**src/rtl/cw_byte_packer.sv**
```systemverilog
// Constant-weight codeword byte packer: queues CW_W-bit codewords in a small
// FIFO and serialises them MSB-first onto a valid/ready byte stream with framing.
module cw_byte_packer #(
    parameter int CW_W       = 18,
    parameter int FIFO_DEPTH = 4
) (
    input  logic            clk,
    input  logic            rst_b,
    input  logic [CW_W-1:0] cw_in,
    input  logic            cw_rdy,
    input  logic            cw_done,
    output logic [7:0]      byte_out,
    output logic            byte_valid,
    input  logic            byte_ready,
    output logic            byte_last,
    output logic            frame_done,
    output logic            err
);

    localparam int ACC_W  = CW_W + 8;
    localparam int PTR_W  = (FIFO_DEPTH > 1) ? $clog2(FIFO_DEPTH) : 1;
    localparam int BCNT_W = $clog2(ACC_W);

    localparam logic [PTR_W:0]    FIFO_FULL_CNT = (PTR_W + 1)'(FIFO_DEPTH);
    localparam logic [BCNT_W-1:0] BYTE_BITS     = BCNT_W'(8);
    localparam logic [BCNT_W-1:0] CW_BITS       = BCNT_W'(CW_W);

    localparam logic [0:0] ST_FILL = 1'b0;
    localparam logic [0:0] ST_SEND = 1'b1;

    // Codeword FIFO storage and pointers
    logic [CW_W-1:0]   fifo_mem_q [FIFO_DEPTH];
    logic [PTR_W-1:0]  wr_ptr_q;
    logic [PTR_W-1:0]  wr_ptr_d;
    logic [PTR_W-1:0]  rd_ptr_q;
    logic [PTR_W-1:0]  rd_ptr_d;
    logic [PTR_W:0]    count_q;
    logic [PTR_W:0]    count_d;
    logic              fifo_full_s;
    logic              fifo_empty_s;
    logic [CW_W-1:0]   fifo_rd_s;

    // Packing datapath and control
    logic [0:0]        state_q;
    logic [0:0]        state_d;
    logic [ACC_W-1:0]  acc_q;
    logic [ACC_W-1:0]  acc_d;
    logic [BCNT_W-1:0] bcnt_q;
    logic [BCNT_W-1:0] bcnt_d;
    logic [7:0]        byte_q;
    logic [7:0]        byte_d;
    logic              valid_q;
    logic              valid_d;
    logic              last_q;
    logic              last_d;
    logic              frame_q;
    logic              frame_d;
    logic              done_pending_q;
    logic              done_pending_d;
    logic              err_q;
    logic              err_d;

    logic              late_word_s;
    logic              push_s;
    logic              drop_s;
    logic              pop_s;
    logic              clr_pending_s;

    assign fifo_full_s  = (count_q == FIFO_FULL_CNT);
    assign fifo_empty_s = (count_q == '0);
    assign fifo_rd_s    = fifo_mem_q[rd_ptr_q];

    // A word arriving after cw_done belongs to a message that must not start yet.
    assign late_word_s = done_pending_q & ~cw_done;
    assign push_s      = cw_rdy & ~fifo_full_s & ~late_word_s;
    assign drop_s      = cw_rdy & (fifo_full_s | late_word_s);

    // FIFO pointer and occupancy next-state
    always_comb begin
        wr_ptr_d = wr_ptr_q;
        rd_ptr_d = rd_ptr_q;
        count_d  = count_q;
        if (push_s) begin
            wr_ptr_d = wr_ptr_q + PTR_W'(1);
        end else begin
            wr_ptr_d = wr_ptr_q;
        end
        if (pop_s) begin
            rd_ptr_d = rd_ptr_q + PTR_W'(1);
        end else begin
            rd_ptr_d = rd_ptr_q;
        end
        case ({push_s, pop_s})
            2'b10:   count_d = count_q + (PTR_W + 1)'(1);
            2'b01:   count_d = count_q - (PTR_W + 1)'(1);
            default: count_d = count_q;
        endcase
    end

    // Packing FSM: drain whole bytes first, then refill, then close the frame
    always_comb begin
        state_d       = state_q;
        acc_d         = acc_q;
        bcnt_d        = bcnt_q;
        byte_d        = byte_q;
        valid_d       = valid_q;
        last_d        = last_q;
        frame_d       = 1'b0;
        clr_pending_s = 1'b0;
        pop_s         = 1'b0;
        case (state_q)
            ST_FILL: begin
                if (bcnt_q >= BYTE_BITS) begin
                    byte_d  = acc_q[ACC_W-1 -: 8];
                    acc_d   = {acc_q[ACC_W-9:0], 8'h00};
                    bcnt_d  = bcnt_q - BYTE_BITS;
                    valid_d = 1'b1;
                    last_d  = done_pending_q & fifo_empty_s & (bcnt_q == BYTE_BITS);
                    state_d = ST_SEND;
                end else if (!fifo_empty_s) begin
                    pop_s   = 1'b1;
                    acc_d   = acc_q | ({fifo_rd_s, 8'h00} >> bcnt_q);
                    bcnt_d  = bcnt_q + CW_BITS;
                    state_d = ST_FILL;
                end else if (done_pending_q && (bcnt_q != '0)) begin
                    // Residual bits are already left-aligned with zeros below them.
                    byte_d  = acc_q[ACC_W-1 -: 8];
                    acc_d   = '0;
                    bcnt_d  = '0;
                    valid_d = 1'b1;
                    last_d  = 1'b1;
                    state_d = ST_SEND;
                end else if (done_pending_q) begin
                    frame_d       = 1'b1;
                    clr_pending_s = 1'b1;
                    state_d       = ST_FILL;
                end else begin
                    state_d = ST_FILL;
                end
            end
            ST_SEND: begin
                if (valid_q && byte_ready) begin
                    valid_d = 1'b0;
                    if (last_q) begin
                        last_d        = 1'b0;
                        frame_d       = 1'b1;
                        clr_pending_s = 1'b1;
                    end else begin
                        last_d = 1'b0;
                    end
                    state_d = ST_FILL;
                end else begin
                    state_d = ST_SEND;
                end
            end
            default: begin
                state_d = ST_FILL;
            end
        endcase
    end

    // Message-end and error flags; a new cw_done wins over a same-cycle clear
    always_comb begin
        done_pending_d = done_pending_q;
        err_d          = err_q;
        if (cw_done) begin
            done_pending_d = 1'b1;
        end else if (clr_pending_s) begin
            done_pending_d = 1'b0;
        end else begin
            done_pending_d = done_pending_q;
        end
        if (drop_s) begin
            err_d = 1'b1;
        end else begin
            err_d = err_q;
        end
    end

    // FIFO storage, written without reset since occupancy guards every read
    always_ff @(posedge clk) begin
        if (push_s) begin
            fifo_mem_q[wr_ptr_q] <= cw_in;
        end
    end

    // FIFO pointers and occupancy
    always_ff @(posedge clk or negedge rst_b) begin
        if (!rst_b) begin
            wr_ptr_q <= '0;
            rd_ptr_q <= '0;
            count_q  <= '0;
        end else begin
            wr_ptr_q <= wr_ptr_d;
            rd_ptr_q <= rd_ptr_d;
            count_q  <= count_d;
        end
    end

    // Packing datapath, output registers and flags
    always_ff @(posedge clk or negedge rst_b) begin
        if (!rst_b) begin
            state_q        <= ST_FILL;
            acc_q          <= '0;
            bcnt_q         <= '0;
            byte_q         <= 8'h00;
            valid_q        <= 1'b0;
            last_q         <= 1'b0;
            frame_q        <= 1'b0;
            done_pending_q <= 1'b0;
            err_q          <= 1'b0;
        end else begin
            state_q        <= state_d;
            acc_q          <= acc_d;
            bcnt_q         <= bcnt_d;
            byte_q         <= byte_d;
            valid_q        <= valid_d;
            last_q         <= last_d;
            frame_q        <= frame_d;
            done_pending_q <= done_pending_d;
            err_q          <= err_d;
        end
    end

    assign byte_out   = byte_q;
    assign byte_valid = valid_q;
    assign byte_last  = last_q;
    assign frame_done = frame_q;
    assign err        = err_q;

endmodule

```
**config.mk**
```make
export PLATFORM = sky130hd
export DESIGN_NAME = cw_byte_packer
export DESIGN_NICKNAME = d
export VERILOG_FILES = /design/src/rtl/cw_byte_packer.sv
export SDC_FILE = /design/constraint.sdc
export NUM_CORES = 1
export LEC_CHECK = 0
export ABC_AREA = 1
export ABC_CLOCK_PERIOD_IN_PS = 2900
export BUFFER_PORTS_ARGS = -buffer_cell sky130_fd_sc_hd__buf_2
export CORE_MARGIN = 4
export CORE_UTILIZATION = 55
export DETAILED_ROUTE_END_ITERATION = 7
export MAX_ROUTING_LAYER = met4
export PLACE_DENSITY = 0.8
export REMOVE_ABC_BUFFERS = 1
export SYNTH_ARGS = -nofsm -noshare
export SYNTH_HDL_FRONTEND = slang
export SYNTH_SLANG_ARGS = --single-unit
```
**constraint.sdc**
```tcl
create_clock -name clk -period 2.9 [get_ports clk]
set_input_delay 0.435 -clock clk [delete_from_list [all_inputs] [get_ports clk]]
set_output_delay 0.435 -clock clk [all_outputs]
set_load 0.05 [all_outputs]
```
==> flow_metrics.env, run 1 <==
export IMPL_drtAntennaViolNets=0
export IMPL_cts_buffers=17
export IMPL_drt_iter0_markers=469
export IMPL_synth_async_reset_ratio_pct=41.5
export IMPL_peakVddDrop_mv=0.711
export IMPL_outcome="finished clean"
export IMPL_die_x_um=112
export IMPL_yosysUniqueCellTypes=37
export IMPL_vias_per_cell=5.57
export IMPL_htree_levels=4
export IMPL_powerDensity_nw_per_um2=1270
export IMPL_switching_share_pct=44.1
export IMPL_timing_fmax_mhz=393
export IMPL_slew_viol_final=0
export IMPL_min_period_ns=2.55
export IMPL_cts_tree="built"
export IMPL_grt_pass1_wl_mm=24.3
export IMPL_internal_power_mw=4.88
export IMPL_synth_top_cell_by_area="edfxtp_1"
export IMPL_tns_ns=0
export IMPL_antenna_found_initial=0
export IMPL_maxSlewHeadroom_pct=55.3
export IMPL_startpoint_type="flip-flop"
export IMPL_yosysTopAreaCellShare_pct=36.5
export IMPL_ys_flop_type="edfxtp_1"
export IMPL_fin_ws_ns=0.353
export IMPL_fin_nets=744
export IMPL_totalWireLength_mm=14.3
export IMPL_synth_most_common_cell="nand2_1"
export IMPL_rows=37
export IMPL_ys_seq_area_share_pct=58.0
export IMPL_cts_reportedPaths_clkPinSlew_ns=0.06
export IMPL_synth_edf_count=72
export IMPL_drtPass1Iterations=5
export IMPL_arrival_ns=2.95
export IMPL_worstSetupPathType="flip-flop to flip-flop"
export IMPL_vias=4798
export IMPL_grt_pass1_vias=5057
export IMPL_synthTopCellsByArea="edfxtp_1 36%, dfrtp_1 22%, nand2_1 17%"
export IMPL_power_leakage_nw=3.12
export IMPL_synth_cells=672
export IMPL_combPwrFrac_pct=46.0
export IMPL_finalPower_mw=8.72
export IMPL_maxCapViolations=0
export IMPL_initial_core_util_pct=56.9
export IMPL_num_antenna_cells=0
export IMPL_path_buf_inv=2
export IMPL_core_sq_um=10400
export IMPL_fin_crit_sh_pct=87.8
export IMPL_dp_hpwl_mm=9.38
export IMPL_wl_per_cell_um=16.6
export IMPL_ios=35
export IMPL_area_delta_synth_final_pct=15.6
export IMPL_gp_congestion=0.944
export IMPL_power_switching_mw=3.85
export IMPL_hold_ws_ns=0.119
export IMPL_crit_top_cell="inv_1"
export IMPL_port_buffers=34
export IMPL_setup_viol=0
export IMPL_cts_sinks=123
export IMPL_ys_ff_latch=123
export IMPL_cp_slowest_stage_delay_ns=0.77
export IMPL_cp_slowest_cell="dfrtp_1"
export IMPL_clockPowerShare_pct=24.6
export IMPL_place_ws_ns=0.388
export IMPL_layout_drive_gt1_share_pct=13.1
export IMPL_grt_setup_unrepaired="false"
export IMPL_die_h_um=112
export IMPL_syn_cell_area_sq_um=5930
export IMPL_avgSynthCellArea_sq_um=8.83
export IMPL_finalHoldViolCount=0
export IMPL_overflow=0
export IMPL_die_area_sq_um=12500
export IMPL_groute_usage_overall_pct=25.2
export IMPL_p_seq_share_pct=29.4
export IMPL_endpoint_kind="flip-flop"
export IMPL_fin_cells=862
export IMPL_root_buffer="clkbuf_8"
export IMPL_yosys_warnings=0
export IMPL_synth_commonest_cells="274 x nand2_1, 87 x nand3_1, 72 x edfxtp_1"
export IMPL_hp_class="primary input to flip-flop"
export IMPL_cpLargestDelayFamily="flip-flops"
export IMPL_finClkSkew_ns=0.00455
export IMPL_required_ns=3.30
export IMPL_grt_start_max_net_pins=39
export IMPL_tightest_slew_ns=0.670
export IMPL_dp_cells=829
export IMPL_cts_path_max_buffers=2
export IMPL_crit_chain="nor2_8, nand2_1, nand2_2, nor2_2, inv_1, nor2_1, ha_1, inv_1, fa_1, a21oi_1, o21ai_0, xnor2_1"
export IMPL_clk_latency_ns=0.53
export IMPL_drc=0
export IMPL_crit_path_max_fanout=16
[sequential cells by signal, summed over array words and instances (netlist names), 2 cells and up]
name / cells
fifo_mem_q: 72
acc_q: 26
byte_out: 8
bcnt_q: 4
count_q: 3
rd_ptr_q: 2
wr_ptr_q: 2
[kinds of logic (layout without fill, tap and decap cells)]
group	count (synthesis)	after routing	synth area share, %
compound gates	65	65	6.16
xor+xnor	6	6	0.886
fa+ha+maj	8	8	1.81
buf+inv	76	130	5.59
flops	123	123	58.0
simple gates	394	394	27.6
[layout by cell type, fill, tap and decap left out, drive strengths merged]
cell type    instances
nand2              276
nand3               87
edfxtp              72
buf                 53
dfrtp               51
inv                 43
o21ai               31
nor2                25
a21oi               23
clkbuf              20
ha                   7
clkinv               7
nand4                4
xor2                 4
bufinv               4
o22ai                2
xnor2                2
a22oi                2
a21o                 2
clkinvlp             2
nor3                 2
o211ai               1
a22o                 1
a31oi                1
a21boi               1
o31ai                1
fa                   1
dlygate4sd3          1
[metrics by stage]
| stage | area (sq um) | utilization, % |
|---|---|---|
| 3_3_place_gp | 6250 | 60.0 |
| 5_1_grt | 6860 | 65.8 |
| 4_1_cts | 6860 | 65.8 |
| 6_report | 6860 | 65.8 |
| 3_5_place_dp | 6250 | 60.0 |
| 2_1_floorplan | 5770 | - |
[layout make-up]
| type | instances | area, sq um |
|---|---|---|
| fill | 806 | 3560 |
| inverter | 44 | 168 |
| multi-input combinational | 473 | 2160 |
| clock buffer | 20 | 425 |
| clock inverter | 12 | 171 |
| sequential | 123 | 3440 |
| timing repair buffer | 54 | 323 |
| tap | 136 | 170 |
[repair_timing]
action / in CTS / in global routing
setup buffers: 0 / 0
hold endpoints to repair: 19 / 0
hold buffers: 1 / 0
gates resized for setup: 0 / 0
[power by group through the flow]
| stage | Sequential (mW) | Clock [mW] | Combinational (mW) |
|---|---|---|---|
| 2_1_floorplan | 2.85 | 0 | 2.41 |
| 3_3_place_gp | 2.56 | 0 | 3.81 |
| 3_5_place_dp | 2.58 | 0 | 3.93 |
| 4_1_cts | 2.56 | 2.16 | 4.00 |
| 5_1_grt | 2.61 | 2.25 | 4.52 |
| 6_report | 2.57 | 2.14 | 4.01 |
[path summary, 6_finish.rpt]
path | cells after the start | endpoint | from | slack [ns]
worst max-delay path | 12 | count_q[2]$_DFFE_PN0P_ | bcnt_q[4]$_DFFE_PN0P_ | 0.35
worst min-delay path | 1 | fifo_mem_q[1][17]$_DFFE_PP_ | cw_in[17] | 0.12
worst max register to register | 12 | count_q[2]$_DFFE_PN0P_ | bcnt_q[4]$_DFFE_PN0P_ | 0.35
worst min register to register | 1 | err$_DFFE_PN0P_ | err$_DFFE_PN0P_ | 0.45
max in group asynchronous | 3 | acc_q[5]$_DFFE_PN0P_ | rst_b | 1.74
min in group asynchronous | 2 | state_q$_DFF_PN0_ | rst_b | 0.38
[metal layers]
metal | track usage, % | vias up | routed length (um) | share of wire (%)
li1 | - | 2296 | - | -
met1 | 28.2 | 2301 | 5840 | 41
met2 | 42.7 | 162 | 7370 | 51
met3 | 6.36 | 39 | 749 | 5.2
met4 | 11.1 | 0 | 382 | 2.7
met5 | - | - | 0 | 0
Note: power is estimated with default switching activity, not from simulation.
==> run 2: changes to the inputs <==
- RECOVER_POWER: not set -> 25
- SKIP_LAST_GASP: not set -> 1
==> flow_metrics.env, run 2 (synthesis gave the netlist of run 1 again) <==
export IMPL_vias=4765
export IMPL_tns_ns=0
export IMPL_grt_start_max_net_pins=39
export IMPL_area_delta_synth_final_pct=15.2
export IMPL_r2r_start="bcnt_q[4]$_DFFE_PN0P_"
export IMPL_required_ns=3.31
export IMPL_power_leakage_nw=3.07
export IMPL_finalPower_mw=8.72
export IMPL_rrSetupSlack_ns=0.36
export IMPL_min_period_ns=2.54
export IMPL_outcome="finished clean"
export IMPL_worstSetupPathType="flip-flop to flip-flop"
export IMPL_timing_fmax_mhz=393
export IMPL_postPlaceCellArea_sq_um=6250
export IMPL_hp_class="primary input to flip-flop"
export IMPL_layout_drive_gt1_share_pct=10.6
export IMPL_hold_ws_ns=0.123
export IMPL_cts_tree="built"
export IMPL_drt_iter0_markers=474
export IMPL_die_x_um=112
export IMPL_rows=37
export IMPL_maxCapViolations=0
export IMPL_dp_hpwl_mm=9.38
export IMPL_initial_core_util_pct=56.9
export IMPL_tightest_slew_ns=0.666
export IMPL_antenna_found_initial=0
export IMPL_fin_nets=744
export IMPL_gp_congestion=0.944
export IMPL_num_antenna_cells=0
export IMPL_mostFrequentLayoutCells="274 x nand2_1, 87 x nand3_1, 72 x edfxtp_1"
export IMPL_r2r_end="count_q[2]$_DFFE_PN0P_"
export IMPL_arrival_ns=2.95
export IMPL_powerDensity_nw_per_um2=1280
export IMPL_whs_endpoint="err$_DFFE_PN0P_"
export IMPL_grt_pass1_vias=5057
export IMPL_worstHoldPathCells=2
export IMPL_totalWireLength_mm=14.4
export IMPL_fin_crit_sh_pct=87.7
export IMPL_regMostFlops="fifo_mem_q"
export IMPL_finalHoldViolCount=0
export IMPL_slew_viol_final=0
export IMPL_vias_per_cell=5.53
export IMPL_min_from="cw_rdy"
export IMPL_layout_commonest_cell="nand2_1"
export IMPL_port_buffers=34
export IMPL_final_cell_area_sq_um=6830
export IMPL_setup_viol=0
export IMPL_clk_latency_ns=0.53
export IMPL_wl_per_cell_um=16.7
export IMPL_peakVddDrop_mv=0.711
export IMPL_cts_reportedPaths_clkPinSlew_ns=0.06
export IMPL_maxSlewHeadroom_pct=55.6
export IMPL_ios=35
export IMPL_die_h_um=112
export IMPL_grt_pass1_wl_mm=24.3
export IMPL_grt_setup_unrepaired="false"
export IMPL_die_area_sq_um=12500
export IMPL_endpoint_kind="flip-flop"
export IMPL_core_sq_um=10400
export IMPL_htree_levels=4
export IMPL_cts_buffers=17
export IMPL_drtAntennaViolNets=0
export IMPL_largest_reg_flops=72
export IMPL_cts_path_max_buffers=2
export IMPL_fin_util_pct=65.6
export IMPL_startpoint_type="flip-flop"
export IMPL_cts_sinks=123
export IMPL_worst_r2r_path_depth=12
export IMPL_crit_path_max_fanout=16
export IMPL_drc=0
export IMPL_finClkSkew_ns=0.00537
export IMPL_overflow=0
export IMPL_groute_usage_overall_pct=25.2
export IMPL_root_buffer="clkbuf_8"
export IMPL_drtPass1Iterations=6
run 2: changes by cell type in the layout (fill, tap and decap cells not counted), sizes merged:
cell / previous run / this run
buf: 53 / 35
clkbuf: 20 / 38
run 2: cell type report:
class,count,area [sq um]
fillers,818,3580
flip-flops and latches,123,3440
multi-input cells,473,2160
clock buffers,20,425
repair buffers,54,300
clock inverters,12,171
well taps,136,170
inverters,44,168
run 2: metal layers:
layer	routed length (um)	share of wire (%)	GRT usage [%]	up-vias
met2	7430	52	42.7	167
li1	-	-	-	2296
met1	5830	41	28.2	2264
met3	754	5.2	6.36	38
met4	357	2.5	11.1	0
met5	0	0	-	-
run 2: worst max-delay path by stage:
stage	cells past startpoint	slack, ns	from	to
floorplan	12	0.10	bcnt_q[3]$_DFFE_PN0P_	count_q[2]$_DFFE_PN0P_
global placement	12	0.50	bcnt_q[4]$_DFFE_PN0P_	count_q[2]$_DFFE_PN0P_
detailed placement	12	0.39	bcnt_q[4]$_DFFE_PN0P_	count_q[2]$_DFFE_PN0P_
CTS	12	0.39	bcnt_q[4]$_DFFE_PN0P_	count_q[2]$_DFFE_PN0P_
global route	12	0.15	bcnt_q[4]$_DFFE_PN0P_	count_q[2]$_DFFE_PN0P_
finish	12	0.36	bcnt_q[4]$_DFFE_PN0P_	count_q[2]$_DFFE_PN0P_
run 2: worst max-delay path: stages (launching register included):
cell and delay, ns:
dfrtp_1 0.77, nor2_8 0.11, nand2_1 0.10, nand2_2 0.06
nor2_2 0.09, inv_1 0.08, nor2_1 0.16, ha_1 0.19
inv_1 0.07, fa_1 0.38, a21oi_1 0.14, o21ai_0 0.11
xnor2_1 0.15
run 2: report_power, final:
group          internal [mW]  switching (mW)
registers               2.30           0.263
logic                   1.18            2.83
clock network           1.39           0.754
total                   4.87            3.84
run 2: through the flow:
stage | instances | worst slack [ns]
6_report | 862 | 0.357
5_1_grt | 862 | 0.146
4_1_cts | 862 | 0.393
3_5_place_dp | 829 | 0.388
3_3_place_gp | 829 | 0.499
2_1_floorplan | 640 | 0.100
run 2: repair_timing:
| action | 4_1_cts | 5_1_grt |
|---|---|---|
| buffers inserted | 0 | 0 |
| endpoints found under the setup margin | 0 | 0 |
| hold buffers | 1 | 0 |
| resized for setup | 0 | 0 |
| hold endpoints to repair | 19 | 0 |
==> run 3: changes to the inputs <==
- BUFFER_PORTS_ARGS: -buffer_cell sky130_fd_sc_hd__buf_2 -> -buffer_cell sky130_fd_sc_hd__buf_4
- CORE_UTILIZATION: 55 -> 57
- CTS_BUF_LIST: not set -> sky130_fd_sc_hd__clkbuf_4 sky130_fd_sc_hd__clkbuf_8
- PLACE_DENSITY: 0.8 -> 0.82
==> flow_metrics.env, run 3 (synthesis gave the netlist of run 1 again) <==
export IMPL_outcome="finished clean"
export IMPL_drtPass1Iterations=5
export IMPL_antenna_found_initial=0
export IMPL_switching_share_pct=45.4
export IMPL_cts_reportedPaths_clkPinSlew_ns=0.07
export IMPL_p_seq_share_pct=31.7
export IMPL_peakVddDrop_mv=0.844
export IMPL_timing_fmax_mhz=404
export IMPL_area_delta_synth_final_pct=12.4
export IMPL_regMostFlops="fifo_mem_q"
export IMPL_power_switching_mw=3.66
export IMPL_initial_core_util_pct=59.6
export IMPL_cts_tree="built"
export IMPL_startpoint_type="flip-flop"
export IMPL_finClkSkew_ns=0.0103
export IMPL_fin_crit_sh_pct=85.4
export IMPL_setup_viol=0
export IMPL_groute_usage_overall_pct=25.2
export IMPL_grt_start_max_net_pins=52
export IMPL_internal_power_mw=4.40
export IMPL_required_ns=3.22
export IMPL_port_buffers=34
export IMPL_rows=36
export IMPL_overflow=0
export IMPL_maxCapViolations=0
export IMPL_postPlaceCellArea_sq_um=6320
export IMPL_num_antenna_cells=0
export IMPL_dp_cells=825
export IMPL_grt_setup_unrepaired="false"
export IMPL_crit_path_max_fanout=16
export IMPL_core_sq_um=9950
export IMPL_cts_buffers=17
export IMPL_hp_class="primary input to async pin"
export IMPL_grt_pass1_wl_mm=22.5
export IMPL_dp_hpwl_mm=8.87
export IMPL_grt_pass1_vias=4878
export IMPL_gp_congestion=0.942
export IMPL_min_period_ns=2.48
export IMPL_clockPowerShare_pct=19.4
export IMPL_layout_commonest_cell="nand2_1"
export IMPL_vias_per_cell=5.54
export IMPL_htree_levels=4
export IMPL_cts_path_max_buffers=2
export IMPL_slew_viol_final=0
export IMPL_die_x_um=110
export IMPL_fin_cells=857
export IMPL_cts_hold_buffers_added=0
export IMPL_maxSlewHeadroom_pct=58.0
export IMPL_vias=4747
export IMPL_final_cell_area_sq_um=6670
export IMPL_combPwrFrac_pct=48.9
export IMPL_postCtsSetupRepairBufs=0
export IMPL_drtAntennaViolNets=0
export IMPL_nFillCells=778
export IMPL_die_h_um=110
export IMPL_ios=35
export IMPL_clk_latency_ns=0.43
export IMPL_tns_ns=0
export IMPL_tightest_slew_ns=0.629
export IMPL_wl_per_cell_um=15.6
export IMPL_drt_iter0_markers=407
export IMPL_mostFrequentLayoutCells="274 x nand2_1, 87 x nand3_1, 72 x edfxtp_1"
export IMPL_arrival_ns=2.79
export IMPL_largest_reg_flops=72
export IMPL_post_cts_resized=0
export IMPL_root_buffer="clkbuf_8"
export IMPL_finalHoldViolCount=0
export IMPL_power_leakage_nw=2.99
export IMPL_die_area_sq_um=12100
export IMPL_worstSetupPathType="flip-flop to flip-flop"
export IMPL_layout_drive_gt1_share_pct=11.0
export IMPL_fin_nets=742
export IMPL_endpoint_kind="flip-flop"
export IMPL_drc=0
export IMPL_totalWireLength_mm=13.4
export IMPL_powerDensity_nw_per_um2=1210
export IMPL_cts_sinks=123
run 3: cell count changes in the layout (fill, tap and decap cells not counted), moves of 4 or more:
| cell | change |
|---|---|
| buf_2 | -16 |
| buf_4 | +16 |
| clkbuf_1 | -4 |
| clkbuf_16 | -16 |
| clkbuf_4 | +4 |
| clkbuf_8 | +16 |
run 3: worst max-delay path, stage by stage, from the launching register on:
cell	delay [ns]
dfrtp_1	0.75
nor2_8	0.11
nand2_1	0.10
nand2_2	0.06
nor2_2	0.09
inv_1	0.07
nor2_1	0.15
ha_1	0.18
inv_1	0.07
fa_1	0.39
a21oi_1	0.15
o21ai_0	0.11
xnor2_1	0.13
run 3: power groups by stage:
| stage | Combinational [mW] | Clock [mW] | Sequential, mW |
|---|---|---|---|
| floorplan | 2.41 | 0 | 2.85 |
| global placement | 3.81 | 0 | 2.57 |
| detailed placement | 3.90 | 0 | 2.59 |
| CTS | 3.93 | 1.58 | 2.55 |
| global route | 4.45 | 1.65 | 2.61 |
| finish | 3.94 | 1.56 | 2.55 |
run 3: metal layers:
layer  vias to the layer above  track usage (%)  part of all wire [%]
li1                       2297                -                     -
met1                      2225             31.4                    42
met2                       185             40.0                    50
met3                        40             4.72                   5.6
met4                         0             12.4                   3.0
met5                         -                -                     0
run 3: worst paths after layout:
check                      slack (ns)                           to                  start  cells after the start
setup / recovery                 0.42       count_q[2]$_DFFE_PN0P_  bcnt_q[4]$_DFFE_PN0P_                     12
hold / removal                   0.02      rd_ptr_q[0]$_DFFE_PN0N_                  rst_b                      1
setup reg to reg                 0.42       count_q[2]$_DFFE_PN0P_  bcnt_q[4]$_DFFE_PN0P_                     12
hold reg to reg                  0.47              err$_DFFE_PN0P_        err$_DFFE_PN0P_                      1
max in group asynchronous        2.47        acc_q[11]$_DFFE_PN0P_                  rst_b                      1
min in group clk                 0.22  fifo_mem_q[1][14]$_DFFE_PP_              cw_in[14]                      1
run 3: cell type report:
class                   count  area (sq um)  share of cell area (%)
flip-flops and latches    123          3440                    51.6
clock buffers              21           264                    3.96
well taps                 133           166                    2.50
inverters                  44           168                    2.51
repair buffers             52           327                    4.90
clock inverters            11           144                    2.16
multi-input cells         473          2160                    32.4
run 3: metrics by stage:
stage                     hold slack [ns]  power (mW)  utilization (%)  setup slack [ns]
after floorplan                     0.139        5.26                -             0.100
after detailed placement            0.450        6.48             63.5             0.455
final                              0.0236        8.06             67.0             0.424
after global routing               0.0602        8.71             67.0             0.229
after global placement              0.441        6.37             63.5             0.522
after CTS                          0.0240        8.06             67.6             0.445
